## src/rtl/instr_fetch.sv

```systemverilog
// ----------------------------------------------------------------------------
// instr_fetch -- single-outstanding instruction fetch unit with PC sequencing.
//
// Issues one read per instruction, latches the returned word into IR, presents
// the decoded fields to the decode stage and holds them until accepted. On
// accept the PC advances to pc+4, a taken branch target or a jump target.
//
// Ports
//   clk, rst              rising-edge clock, synchronous active-high reset
//   imem_req / imem_addr  read request, address always equals pc
//   imem_rdata / imem_ack returned word and one-cycle completion strobe
//   instr_valid / instr_ready  handshake with the decode stage
//   Zero, branch, jump    control inputs, used only in the accept cycle
//   opcode..jtarget       field slices of IR
//   pc                    address of the instruction held in IR
//   fetch_err             sticky watchdog error
//
// Optional feature: define FETCH_WATCHDOG_EN to enable the S_WAIT watchdog,
// which flags fetch_err and reissues the fetch after TIMEOUT_CYCLES cycles.
// ----------------------------------------------------------------------------
module instr_fetch #(
    parameter logic [31:0] RESET_PC       = 32'h0000_0000,
    parameter int          TIMEOUT_CYCLES = 16
) (
    input  logic        clk,
    input  logic        rst,
    output logic        imem_req,
    output logic [31:0] imem_addr,
    input  logic [31:0] imem_rdata,
    input  logic        imem_ack,
    output logic        instr_valid,
    input  logic        instr_ready,
    input  logic        Zero,
    input  logic        branch,
    input  logic        jump,
    output logic [5:0]  opcode,
    output logic [4:0]  rs,
    output logic [4:0]  rt,
    output logic [4:0]  rd,
    output logic [5:0]  func,
    output logic [15:0] imm16,
    output logic [25:0] jtarget,
    output logic [31:0] pc,
    output logic        fetch_err
);

    typedef enum logic [1:0] {S_REQ, S_WAIT, S_VALID} state_t;

    state_t      r_state, w_next;
    logic [31:0] r_ir, r_pc;
    logic [31:0] w_pc4, w_br_off, w_pc_next;
    logic        w_load, w_accept, w_timeout;

    // Acks are only meaningful while a fetch is outstanding.
    assign w_load   = (r_state != S_VALID) && imem_ack;
    assign w_accept = (r_state == S_VALID) && instr_ready;

    assign w_pc4    = r_pc + 32'd4;
    assign w_br_off = {{14{r_ir[15]}}, r_ir[15:0], 2'b00};

    // Jump wins over branch when both are asserted.
    always_comb begin
        w_pc_next = w_pc4;
        if (jump)
            w_pc_next = {w_pc4[31:28], r_ir[25:0], 2'b00};
        else if (branch && Zero)
            w_pc_next = w_pc4 + w_br_off;
    end

`ifdef FETCH_WATCHDOG_EN
    logic [7:0] r_wdog;
    logic       r_err;

    // Fires on the last of TIMEOUT_CYCLES consecutive ack-less S_WAIT cycles.
    assign w_timeout = (r_state == S_WAIT) && !imem_ack
                       && (r_wdog == 8'(TIMEOUT_CYCLES - 1));

    always_ff @(posedge clk) begin
        if (rst) begin
            r_wdog <= 8'd0;
            r_err  <= 1'b0;
        end else if (w_timeout) begin
            r_wdog <= 8'd0;
            r_err  <= 1'b1;
        end else if (r_state == S_WAIT && !imem_ack) begin
            r_wdog <= r_wdog + 8'd1;
        end else begin
            r_wdog <= 8'd0;
        end
    end

    assign fetch_err = r_err;
`else
    assign w_timeout = 1'b0;
    assign fetch_err = 1'b0;
`endif

    // State register
    always_ff @(posedge clk) begin
        if (rst) r_state <= S_REQ;
        else     r_state <= w_next;
    end

    // Next-state logic
    always_comb begin
        w_next = r_state;
        case (r_state)
            S_REQ:   w_next = imem_ack ? S_VALID : S_WAIT;
            S_WAIT: begin
                if (imem_ack)       w_next = S_VALID;
                else if (w_timeout) w_next = S_REQ;
            end
            S_VALID: if (instr_ready) w_next = S_REQ;
            default: w_next = S_REQ;
        endcase
    end

    // Output logic
    always_comb begin
        imem_req    = (r_state != S_VALID);
        instr_valid = (r_state == S_VALID);
    end

    // IR and PC; the low PC bits are forced to zero so pc stays word aligned.
    always_ff @(posedge clk) begin
        if (rst) begin
            r_pc <= {RESET_PC[31:2], 2'b00};
            r_ir <= 32'd0;
        end else begin
            if (w_load)   r_ir <= imem_rdata;
            if (w_accept) r_pc <= w_pc_next;
        end
    end

    assign pc        = r_pc;
    assign imem_addr = r_pc;
    assign opcode    = r_ir[31:26];
    assign rs        = r_ir[25:21];
    assign rt        = r_ir[20:16];
    assign rd        = r_ir[15:11];
    assign func      = r_ir[5:0];
    assign imm16     = r_ir[15:0];
    assign jtarget   = r_ir[25:0];

endmodule

```

## config.mk

```make
export PLATFORM = sky130hd
export DESIGN_NAME = instr_fetch
export DESIGN_NICKNAME = d
export VERILOG_FILES = /design/src/rtl/instr_fetch.sv
export SDC_FILE = /design/constraint.sdc
export NUM_CORES = 1
export LEC_CHECK = 0
export ABC_AREA = 0
export ABC_CLOCK_PERIOD_IN_PS = 4500
export CAP_MARGIN = 20
export CORE_ASPECT_RATIO = 1.75
export CORE_MARGIN = 2
export CORE_UTILIZATION = 43
export DETAILED_ROUTE_END_ITERATION = 6
export GPL_ROUTABILITY_DRIVEN = 0
export PLACE_DENSITY = 0.75
export REMOVE_ABC_BUFFERS = 1
export SLEW_MARGIN = 40
export SYNTH_ARGS = -nofsm -noshare
export SYNTH_HDL_FRONTEND = slang
export SYNTH_SLANG_ARGS = --single-unit
```

## constraint.sdc

```tcl
create_clock -name clk -period 4.5 [get_ports clk]
set_clock_uncertainty 0.2 [all_clocks]
set_input_delay 0.45 -clock clk [delete_from_list [all_inputs] [get_ports clk]]
set_output_delay 0.45 -clock clk [all_outputs]
set_load 0.03 [all_outputs]
```

==> out/metrics.cfg <==
[yosys]
synth_top_family_by_area = compound AO/OA/AOI/OAI gates
muxShareOfSynthArea_pct = 2.76
synth_area_leaders = dfxtp_1, buf_4, nand2_1, ha_1, a21oi_1
synth_area_um2 = 5490
post_synth_num_cell_types = 60
synth-compound-area-share_pct = 22.6
synth-simple-area-share_pct = 22.1
yosysWarnings = 0
async_reset_ff_share_pct = 0
synth-seq-area-share_pct = 23.3
synth_edf_count = 0
post_synth.cell_area_avg_um2 = 7.51
synthesis.instances = 731
synthFlopType = dfxtp_1
synth-seq-cells = 64
yosys.area_share.adder_pct = 8.80
synth_top_area_share_pct = 23.3
synth_xor_area_share_pct = 7.34
yosys.area.top_type = dfxtp_1

[setup_path]
cp_max_fo = 7
critPathKind = reg -> reg
worstPathRequired_ns = 4.51
cp-end-kind = register
critical_path_arrival_ns = 4.21
worst_setup_path_start_kind = register

[clock_tree]
cts_buffers = 9
clkTransAtPathRegs_ns = 0.05
cts_setup_buffers = 0
htree_levels = 3
cts_root_buffer = clkbuf_16
cts_buffer_depth = 2
clk_latency_ns = 0.33
cts_tree = done
clock-sinks = 64

[drt]
drtIter0Drc = 345
vias = 5602
drt-total-wl_um = 17200
antenna_left = 0
routed_via_density = 5.59
firstDrtPassIters = 5
wl_per_cell_um = 17.2
drc = 0

[floorplan]
start_util_pct = 43.9
row_count = 54
core-area_um2 = 12500
io-pin-count = 175
die_h_um = 153
chipWidth_um = 89.4
fp.dieArea_um2 = 13700

[grt]
grt_max_degree = 48
grt_pass1_wl_um = 26800
gr-total-overflow = 0
track_usage_pct = 25.0
grt_pass1_vias = 5242
antenna_found_initial = 0

[sta]
worst_slew_pin_slew_ns = 0.730
finalSetupTns_ns = 0
period_share_pct = 93.3
setup_viol = 0
maxSlewViolCount = 0
max_clock_freq_mhz = 238
max_slew_margin_pct = 51.2
min_period_ns = 4.20
hold_viol = 0
rsz0062_at_grt = false

[flow_run]
maxCapViolations = 0

[outcome]
status = finished, final reports clean

[pwr]
irDropWorstVdd_v = 0.000207
power.density_nw_per_um2 = 247
leakage_nw = 2.94

[layout]
fill_cells = 1167
antenna_cells = 0
nNetsFinal = 907
area_delta_synth_final_pct = 31.0
drive_gt1_share_pct = 5.88
post-route-util_pct = 57.5

[hold_path]
hold_path.class = reg -> reg

[place]
dp_hpwl_um = 13200
port_buffers = 169

[metrics by stage]
| stage | cells | power [W] | worst slack (ns) | hold slack, ns | area, um2 |
|---|---|---|---|---|---|
| 2_1_floorplan | 628 | 0.000886 | 0.0226 | 0.219 | 4830 |
| 3_3_place_gp | 987 | 0.00109 | 0.322 | 0.238 | 6890 |
| 3_5_place_dp | 987 | 0.00110 | 0.242 | 0.244 | 6890 |
| 4_1_cts | 1002 | 0.00178 | 0.217 | 0.250 | 7180 |
| 5_1_grt | 1002 | 0.00184 | 0.0151 | 0.275 | 7190 |
| 6_report | 1002 | 0.00178 | 0.301 | 0.249 | 7190 |
[cell usage after synthesis (all sizes together) (14+ instances only)]
| master | number |
|---|---|
| nand3 | 17 |
| dfxtp | 64 |
| buf | 77 |
| nor3 | 20 |
| and3 | 15 |
| xnor2 | 33 |
| a21o | 19 |
| a21oi | 67 |
| clkbuf | 30 |
| o21ai | 24 |
| mux2i | 14 |
| ha | 37 |
| nand2 | 124 |
| nor2 | 40 |
[worst max-delay path, cell delays in order, from the launching register on]
cell and delay [ns]:
dfxtp_1 0.33, and4_1 0.27, and4_1 0.35, and3_1 0.33, nand4_1 0.14, xnor2_1 0.17, ha_1 0.44, nand2_1 0.12
o211ai_1 0.19, a41oi_1 0.18, nor3_1 0.29, o31ai_1 0.13, a21oi_1 0.16, mux2i_1 0.24, mux2i_1 0.21, mux2_1 0.33
[timing repair]
item                                    CTS  global route
resized for setup                         0             2
endpoints found under the setup margin    0             1
hold buffers                              0             0
[worst paths after layout]
check                                  start             to  slack, ns  cells past startpoint
worst max-delay path            imem_addr[7]  imem_addr[31]       0.30                     15
worst min-delay path              r_state[1]     r_state[0]       0.25                      1
worst max register to register  imem_addr[7]  imem_addr[31]       0.30                     15
worst min register to register    r_state[1]     r_state[0]       0.25                      1
[sequential cells by signal, summed over array words and instances, names as in the netlist]
register and flops:
imem_addr 30, r_ir 32, r_state 2
[cell families after synthesis]
logic type	count (synthesis)
compound gates	185
xor+xnor	46
fa+ha+maj	38
buf+inv	117
flops	64
mux	15
other cells	1
simple gates	265
[final cells by class]
type / count / area, um2 / area share, %
repair buffers: 191 / 1850 / 25.7
flip-flops and latches: 64 / 1280 / 17.8
well taps: 168 / 210 / 2.92
inverters: 10 / 37.5 / 0.522
clock buffers: 12 / 246 / 3.43
multi-input cells: 554 / 3520 / 49.0
clock inverters: 3 / 42.5 / 0.592
[power by group]
| part | total [W] | switching, W | internal, W |
|---|---|---|---|
| Combinational | 0.000458 | 0.000272 | 0.000186 |
| Clock | 0.000692 | 0.000252 | 0.000440 |
| Sequential | 0.000628 | 0.0000361 | 0.000592 |
| Total | 0.00178 | 0.000560 | 0.00122 |
[placed cells by master (no fill, tap or decap), types with 3 or more instances in the layout]
cell,instances
a21boi_0,3
nand4_1,13
o22ai_1,4
nand2_1,124
and3_1,15
a211oi_1,7
dfxtp_1,64
nor3_1,20
nand3_1,17
a21oi_1,66
nor2b_1,9
a31oi_1,9
o21ai_1,4
and2_1,7
conb_1,5
o21a_1,5
o21bai_1,3
mux2i_1,14
and4_1,5
clkdlybuf4s50_1,168
xor2_1,13
inv_1,10
clkbuf_16,9
xnor2_1,32
buf_4,22
o211ai_1,9
a21o_1,19
o21ai_0,20
o31ai_1,7
ha_1,37
nand2b_1,4
a311oi_1,3
nor2_1,40
or3_1,5
[layer usage]
layer / vias to the layer above / track usage, % / part of all wire [%]
met5: - / 0 / 0
met4: 0 / 13.0 / 4.7
met3: 54 / 2.97 / 4.7
met2: 213 / 43.5 / 52
met1: 2630 / 28.8 / 38
li1: 2705 / - / -
No activity file was read; power rests on OpenSTA's default activity.
